## src/rtl/kanagawa_sdp_ram_arbiter.sv

```systemverilog
// Round-robin arbiter sharing one simple-dual-port RAM among NUM_REQ requesters.
// Optional macro KANAGAWA_SDP_RAM_ARB_WR_FWD_EN forwards same-cycle write data to a colliding read.
module kanagawa_sdp_ram_arbiter #(
  parameter int NUM_REQ      = 2,
  parameter int DATA_WIDTH   = 32,
  parameter int ADDR_WIDTH   = 9,
  parameter int READ_LATENCY = 2
) (
  input  logic                             clk,
  input  logic                             rst_n,
  input  logic [NUM_REQ-1:0]               wr_req,
  input  logic [NUM_REQ*ADDR_WIDTH-1:0]    wr_addr,
  input  logic [NUM_REQ*DATA_WIDTH-1:0]    wr_data,
  output logic [NUM_REQ-1:0]               wr_gnt,
  input  logic [NUM_REQ-1:0]               rd_req,
  input  logic [NUM_REQ*ADDR_WIDTH-1:0]    rd_addr,
  output logic [NUM_REQ-1:0]               rd_gnt,
  output logic [NUM_REQ-1:0]               rsp_valid,
  output logic [DATA_WIDTH-1:0]            rsp_data,
  output logic                             ram_wren,
  output logic [ADDR_WIDTH-1:0]            ram_writeaddr,
  output logic [DATA_WIDTH-1:0]            ram_data_in,
  output logic [ADDR_WIDTH-1:0]            ram_readaddr,
  input  logic [DATA_WIDTH-1:0]            ram_data_out
);

  localparam int PTR_W = (NUM_REQ > 1) ? $clog2(NUM_REQ) : 1;
  localparam logic [PTR_W-1:0] LAST_IDX = PTR_W'(NUM_REQ - 1);

  logic [PTR_W-1:0] wr_ptr;
  logic [PTR_W-1:0] rd_ptr;

  logic [READ_LATENCY-1:0]              pipe_vld;
  logic [READ_LATENCY-1:0][NUM_REQ-1:0] pipe_id;

  // Lowest requester at or above ptr wins; otherwise wrap to the lowest requester overall.
  function automatic logic [NUM_REQ-1:0] rr_pick(input logic [NUM_REQ-1:0] req,
                                                 input logic [PTR_W-1:0]   ptr);
    logic [NUM_REQ-1:0] hi;
    logic [NUM_REQ-1:0] lo;
    hi = '0;
    lo = '0;
    for (int k = NUM_REQ - 1; k >= 0; k--) begin
      if (req[k]) begin
        lo    = '0;
        lo[k] = 1'b1;
        if (PTR_W'(k) >= ptr) begin
          hi    = '0;
          hi[k] = 1'b1;
        end
      end
    end
    return (|hi) ? hi : lo;
  endfunction

  function automatic logic [PTR_W-1:0] oh_idx(input logic [NUM_REQ-1:0] oh);
    logic [PTR_W-1:0] idx;
    idx = '0;
    for (int k = 0; k < NUM_REQ; k++) begin
      if (oh[k]) idx = idx | PTR_W'(k);
    end
    return idx;
  endfunction

  function automatic logic [PTR_W-1:0] ptr_after(input logic [PTR_W-1:0] idx);
    return (idx == LAST_IDX) ? '0 : idx + PTR_W'(1);
  endfunction

  // Grants are combinational and forced low while reset is asserted.
  always_comb begin
    wr_gnt = '0;
    rd_gnt = '0;
    if (rst_n) begin
      wr_gnt = rr_pick(wr_req, wr_ptr);
      rd_gnt = rr_pick(rd_req, rd_ptr);
    end
  end

  always_comb begin
    ram_writeaddr = '0;
    ram_data_in   = '0;
    ram_readaddr  = '0;
    for (int i = 0; i < NUM_REQ; i++) begin
      if (wr_gnt[i]) begin
        ram_writeaddr = ram_writeaddr | wr_addr[i*ADDR_WIDTH +: ADDR_WIDTH];
        ram_data_in   = ram_data_in   | wr_data[i*DATA_WIDTH +: DATA_WIDTH];
      end
      if (rd_gnt[i]) begin
        ram_readaddr = ram_readaddr | rd_addr[i*ADDR_WIDTH +: ADDR_WIDTH];
      end
    end
  end

  assign ram_wren = |wr_gnt;

  always_ff @(posedge clk or negedge rst_n) begin
    if (!rst_n) begin
      wr_ptr <= '0;
      rd_ptr <= '0;
    end else begin
      if (|wr_gnt) wr_ptr <= ptr_after(oh_idx(wr_gnt));
      if (|rd_gnt) rd_ptr <= ptr_after(oh_idx(rd_gnt));
    end
  end

  // Read tag pipeline tracks the RAM latency so responses are steered to the issuer.
  always_ff @(posedge clk or negedge rst_n) begin
    if (!rst_n) begin
      pipe_vld <= '0;
      pipe_id  <= '0;
    end else begin
      pipe_vld[0] <= |rd_gnt;
      pipe_id[0]  <= rd_gnt;
      for (int s = 1; s < READ_LATENCY; s++) begin
        pipe_vld[s] <= pipe_vld[s-1];
        pipe_id[s]  <= pipe_id[s-1];
      end
    end
  end

  assign rsp_valid = pipe_vld[READ_LATENCY-1] ? pipe_id[READ_LATENCY-1] : '0;

`ifdef KANAGAWA_SDP_RAM_ARB_WR_FWD_EN
  logic                                 fwd_hit;
  logic [READ_LATENCY-1:0]              pipe_fwd;
  logic [READ_LATENCY-1:0][DATA_WIDTH-1:0] pipe_fwd_data;

  assign fwd_hit = ram_wren && (|rd_gnt) && (ram_writeaddr == ram_readaddr);

  // The RAM is read-first, so a colliding read carries the new write data alongside it.
  always_ff @(posedge clk or negedge rst_n) begin
    if (!rst_n) begin
      pipe_fwd      <= '0;
      pipe_fwd_data <= '0;
    end else begin
      pipe_fwd[0]      <= fwd_hit;
      pipe_fwd_data[0] <= ram_data_in;
      for (int s = 1; s < READ_LATENCY; s++) begin
        pipe_fwd[s]      <= pipe_fwd[s-1];
        pipe_fwd_data[s] <= pipe_fwd_data[s-1];
      end
    end
  end

  assign rsp_data = pipe_fwd[READ_LATENCY-1] ? pipe_fwd_data[READ_LATENCY-1] : ram_data_out;
`else
  assign rsp_data = ram_data_out;
`endif

endmodule

```

## config.mk

```make
export PLATFORM = sky130hd
export DESIGN_NAME = kanagawa_sdp_ram_arbiter
export DESIGN_NICKNAME = d
export VERILOG_FILES = /design/src/rtl/kanagawa_sdp_ram_arbiter.sv
export SDC_FILE = /design/constraint.sdc
export NUM_CORES = 1
export LEC_CHECK = 0
export CAP_MARGIN = 15
export CORE_AREA = 3 3 86 88
export DETAILED_ROUTE_END_ITERATION = 8
export DIE_AREA = 0 0 89 91
export HOLD_SLACK_MARGIN = 0.06
export PLACE_DENSITY = 0.8
export REMOVE_ABC_BUFFERS = 1
export SLEW_MARGIN = 10
export SYNTH_ARGS = -nofsm -noshare
export SYNTH_HDL_FRONTEND = slang
export SYNTH_SLANG_ARGS = --single-unit
```

## constraint.sdc

```tcl
create_clock -name clk -period 1.2 [get_ports clk]
set_clock_uncertainty 0.1 [all_clocks]
set_input_delay 0.12 -clock clk [delete_from_list [all_inputs] [get_ports clk]]
set_output_delay 0.12 -clock clk [all_outputs]
set_load 0.01 [all_outputs]
```

==> results.md <==
Power:
- The power density over cell area is between 600 and 700 nW/µm².
- Summed over all cells, the static leakage comes to 1.440 nW.
- VDD sags by at most ~0.27 mV.

Global route:
- The number of antenna violations at the first check in global routing is 0.
- Global routing finished with a remaining overflow of 0.
- The via count of the first global-routing pass is 2320.
- Entering global routing, the biggest net connects 52 pins.
- The global-route wire length before repair is 11360 µm.
- Global routing used 18.16% of the available tracks.

CTS:
- The CTS root buffer is sky130_fd_sc_hd__clkbuf_8.
- The maximum level of the CTS H-tree is 1.
- The clock passes through at most 2 buffers.
- The number of sinks handled by clock tree synthesis is 8.
- The clock buffer count from CTS is 3.
- The CTS clock-pin slew for the worst setup and hold paths is 0.04 ns.
- TritonCTS built the clock tree.
- The clock insertion delay at the later pin of the skew report is around 0.22 ns.

Drt:
- The length of the first detailed-routing pass in iterations is 4.
- The final routed DRC violation total is 0.
- The final routed wirelength across all metal layers is between 8000 and 9000 µm.
- In this run, the number of DRC markers left after iteration 0 of detailed routing was between 50 and 60.
- In the final routed layout, each cell accounts on average for 17.89 µm.
- The detail route stage leaves a number of antenna-violating nets equal to 0.
- The ratio of routed vias to standard cells is around 4.9.
- The routed layout has 2243 vias.

STA:
- The final number of max-transition violations is 0.
- Setup violations remaining at the end of the flow were counted as 55.
- The portion of the clock cycle consumed by the worst path in the final layout is 132.2%.
- The fmax is ~630 MHz.
- Headroom to the max-slew limit came out at approximately 76%.
- The final setup slack of the worst path is -0.3864 ns.
- At the pin with the least slew margin, the transition time is 0.3582 ns.
- For the finished layout, the period the worst path requires is 1.586 ns.
- Setup repair after global routing could not meet its margin everywhere.
- The count of final hold-check violations was 0.

Worst setup path:
- The critical path goes through o21ai_4, buf_6, buf_12, o22ai_2, buf_2.
- The number of buffers and inverters on the critical path is 3.
- The endpoint arrival time on the critical path is ~1.4 ns.
- The worst setup path is launched from a register.
- The largest single stage delay on the critical path is 0.43 ns.
- In this design, the largest share of critical-path delay is due to flip-flops.
- The worst setup path is captured at a primary output.
- By startpoint and endpoint, the worst setup path is classified as register to primary output.
- The cell type of the slowest stage on the worst timing path is sky130_fd_sc_hd__dfrtp_2.
- At the worst endpoint, the required time is between 0.9 and 1 ns.
- Along the worst path, the maximum fanout reaches 9.
- The reg2reg setup slack is -0.03 ns.

Logic synthesis:
- The cell type with the largest total area after synthesis is sky130_fd_sc_hd__nand2_1.
- The main flop type after synthesis is sky130_fd_sc_hd__dfrtp_1.
- Synthesis produced around 230 cells.
- Counting instances in the post-synthesis netlist gives the leading cell types as 104 x sky130_fd_sc_hd__nand2_1, 50 x sky130_fd_sc_hd__o22ai_1, 39 x sky130_fd_sc_hd__buf_4.
- Yosys mapped a number of flops with a built-in enable equal to 0.
- The area of the mapped netlist is approximately 1400 µm².
- After synthesis, the cell types taking the most area are sky130_fd_sc_hd__nand2_1 29%, sky130_fd_sc_hd__o22ai_1 23%, sky130_fd_sc_hd__buf_4 21%, sky130_fd_sc_hd__dfrtp_1 15%, sky130_fd_sc_hd__buf_2 4.4%.
- The number of distinct library cells after synthesis is 14.
- Of all flip-flops after synthesis, the portion carrying an async set or reset was 100.0%.
- Each instance of the synthesized netlist takes up on average 5.875 µm².
- The Yosys step of the flow raised 0 warnings.
- The area share of the leading cell type in the synthesized netlist is around 29%.
- The most instantiated library cell after synthesis is sky130_fd_sc_hd__nand2_1.
- The post-synthesis sequential element count is 8.
- Of the synthesized area, sequential elements account for 14.63%.

Die:
- The x dimension of the die is a little under 90 µm.
- Once the floorplan was initialized, standard cells occupied between 20% and 30% of the core.
- For this design the top-level I/O count stands at ~230.
- The area of the die is 8099 µm².
- The initialized floorplan defines 30 standard-cell rows.
- The die is 91 µm tall.
- The core region is 6719 µm².

Placement:
- At the end of routability-driven placement, the weighted congestion stood at roughly 0.76.
- The total of buffers placed on input and output ports is 162.
- The post-place instance area is about 2900 µm².
- The post-detailed-placement half-perimeter wirelength is around 5400 µm.
- Before CTS, the worst setup slack after placement is -0.8188 ns.

Finish:
- The total inserted antenna cells is 0.
- After routing the design area is 3152 µm².
- The number of nets in the finished design is ~520.
- Cells with a size suffix above 1 make up 32.19% of the layout.
- The relative area change from synthesis to final layout is 130.3%.

Outcome:
- The run finished, with violations left.
- The checks that failed: setup timing.

Min path:
- The path class of the tightest hold or removal check is primary input to async pin.

Flow run:
- The number of maximum-capacitance violations is 0.
==> registers in the layout (all words and copies together), names as in the netlist <==
| signal | flops |
|---|---|
| pipe_vld | 2 |
| wr_ptr | 1 |
| pipe_id | 4 |
| rd_ptr | 1 |
==> area by class of cell <==
class / instances / area, µm²
Clock buffer: 3 / 41.29
Fill cell: 655 / 3567
Inverter: 3 / 15.01
Multi-Input combinational cell: 172 / 979.7
Sequential cell: 8 / 202.7
Tap cell: 80 / 100.1
Timing Repair Buffer: 193 / 1813
==> per-layer routing <==
metal | wire, µm | up-vias | global-route usage [%]
li1 | - | 1055 | -
met1 | 2893 | 1014 | 17.21
met2 | 4011 | 170 | 32.92
met3 | 1262 | 4 | 11.62
met4 | 43 | 0 | 2.481
met5 | 0 | - | 2.098
==> through the flow <==
step,setup TNS [ns],total power [mW],util [%],std cells,hold WS [ns]
6_report,-18.34,2.010,46.91,459,0.08773
5_1_grt,-21.43,2.140,46.91,459,0.1123
2_1_floorplan,-18.86,0.6759,-,181,-0.2756
3_5_place_dp,-38.57,1.504,42.85,437,0.02211
4_1_cts,-18.93,1.975,45.77,458,0.09361
3_3_place_gp,-37.54,1.489,42.85,437,0.01253
==> where the power goes <==
part | total (mW) | leakage (nW) | internal (mW) | switching [mW]
clock | 0.310 | 0.0216 | 0.216 | 0.0933
sequential | 0.333 | 0.0979 | 0.300 | 0.0327
combinational | 1.37 | 1.32 | 0.782 | 0.586
total | 2.01 | 1.44 | 1.30 | 0.712
==> placed cells by master (no fill, tap or decap), types with 3 or more instances in the layout <==
cell type / synthesis / layout
sky130_fd_sc_hd__buf_2: 12 / 53
sky130_fd_sc_hd__buf_4: 39 / 11
sky130_fd_sc_hd__nor2_2: 0 / 3
sky130_fd_sc_hd__dlygate4sd2_1: 0 / 4
sky130_fd_sc_hd__buf_12: 0 / 6
sky130_fd_sc_hd__o21ai_4: 1 / 3
sky130_fd_sc_hd__clkbuf_8: 0 / 3
sky130_fd_sc_hd__nand2_4: 0 / 4
sky130_fd_sc_hd__dfrtp_1: 8 / 6
sky130_fd_sc_hd__o22ai_1: 50 / 33
sky130_fd_sc_hd__buf_6: 1 / 9
sky130_fd_sc_hd__o22ai_2: 0 / 17
sky130_fd_sc_hd__nand2_1: 104 / 101
sky130_fd_sc_hd__nor2_1: 8 / 3
sky130_fd_sc_hd__buf_16: 0 / 4
sky130_fd_sc_hd__clkdlybuf4s50_1: 0 / 100
==> cells by family (layout without fill, tap and decap cells) <==
kind of cell,count (synthesis),count (layout),share of synthesized area [%]
simple gates,114,115,31.63
buf+inv,55,199,27.42
compound gates,56,57,26.33
flops,8,8,14.63
==> worst register-to-register path, stage by stage, from the launching register on <==
cell,delay [ns]
sky130_fd_sc_hd__dfrtp_2,0.47
sky130_fd_sc_hd__o21ai_4,0.28
sky130_fd_sc_hd__buf_6,0.15
sky130_fd_sc_hd__nor2_4,0.04
sky130_fd_sc_hd__buf_6,0.10
==> path summary, 6_finish.rpt <==
path,startpoint,endpoint,cells past startpoint
worst min-delay path,rst_n,pipe_vld[1],3
worst max register to register,rd_ptr,pipe_id[1],4
worst min register to register,pipe_id[1],pipe_id[3],0
worst max-delay path,wr_ptr,ram_data_in[14],5
max in group asynchronous,rst_n,rd_ptr,3
min in group clk,ram_data_out[0],rsp_data[0],0
==> timing repair <==
action	4_1_cts	5_1_grt
endpoints found under the setup margin	58	54
hold buffers	2	0
resized for setup	260	19
setup buffers	9	1
hold endpoints to repair	3	0
pin swaps	20	7
gates cloned	7	1
(Power assumes the default switching activity.)
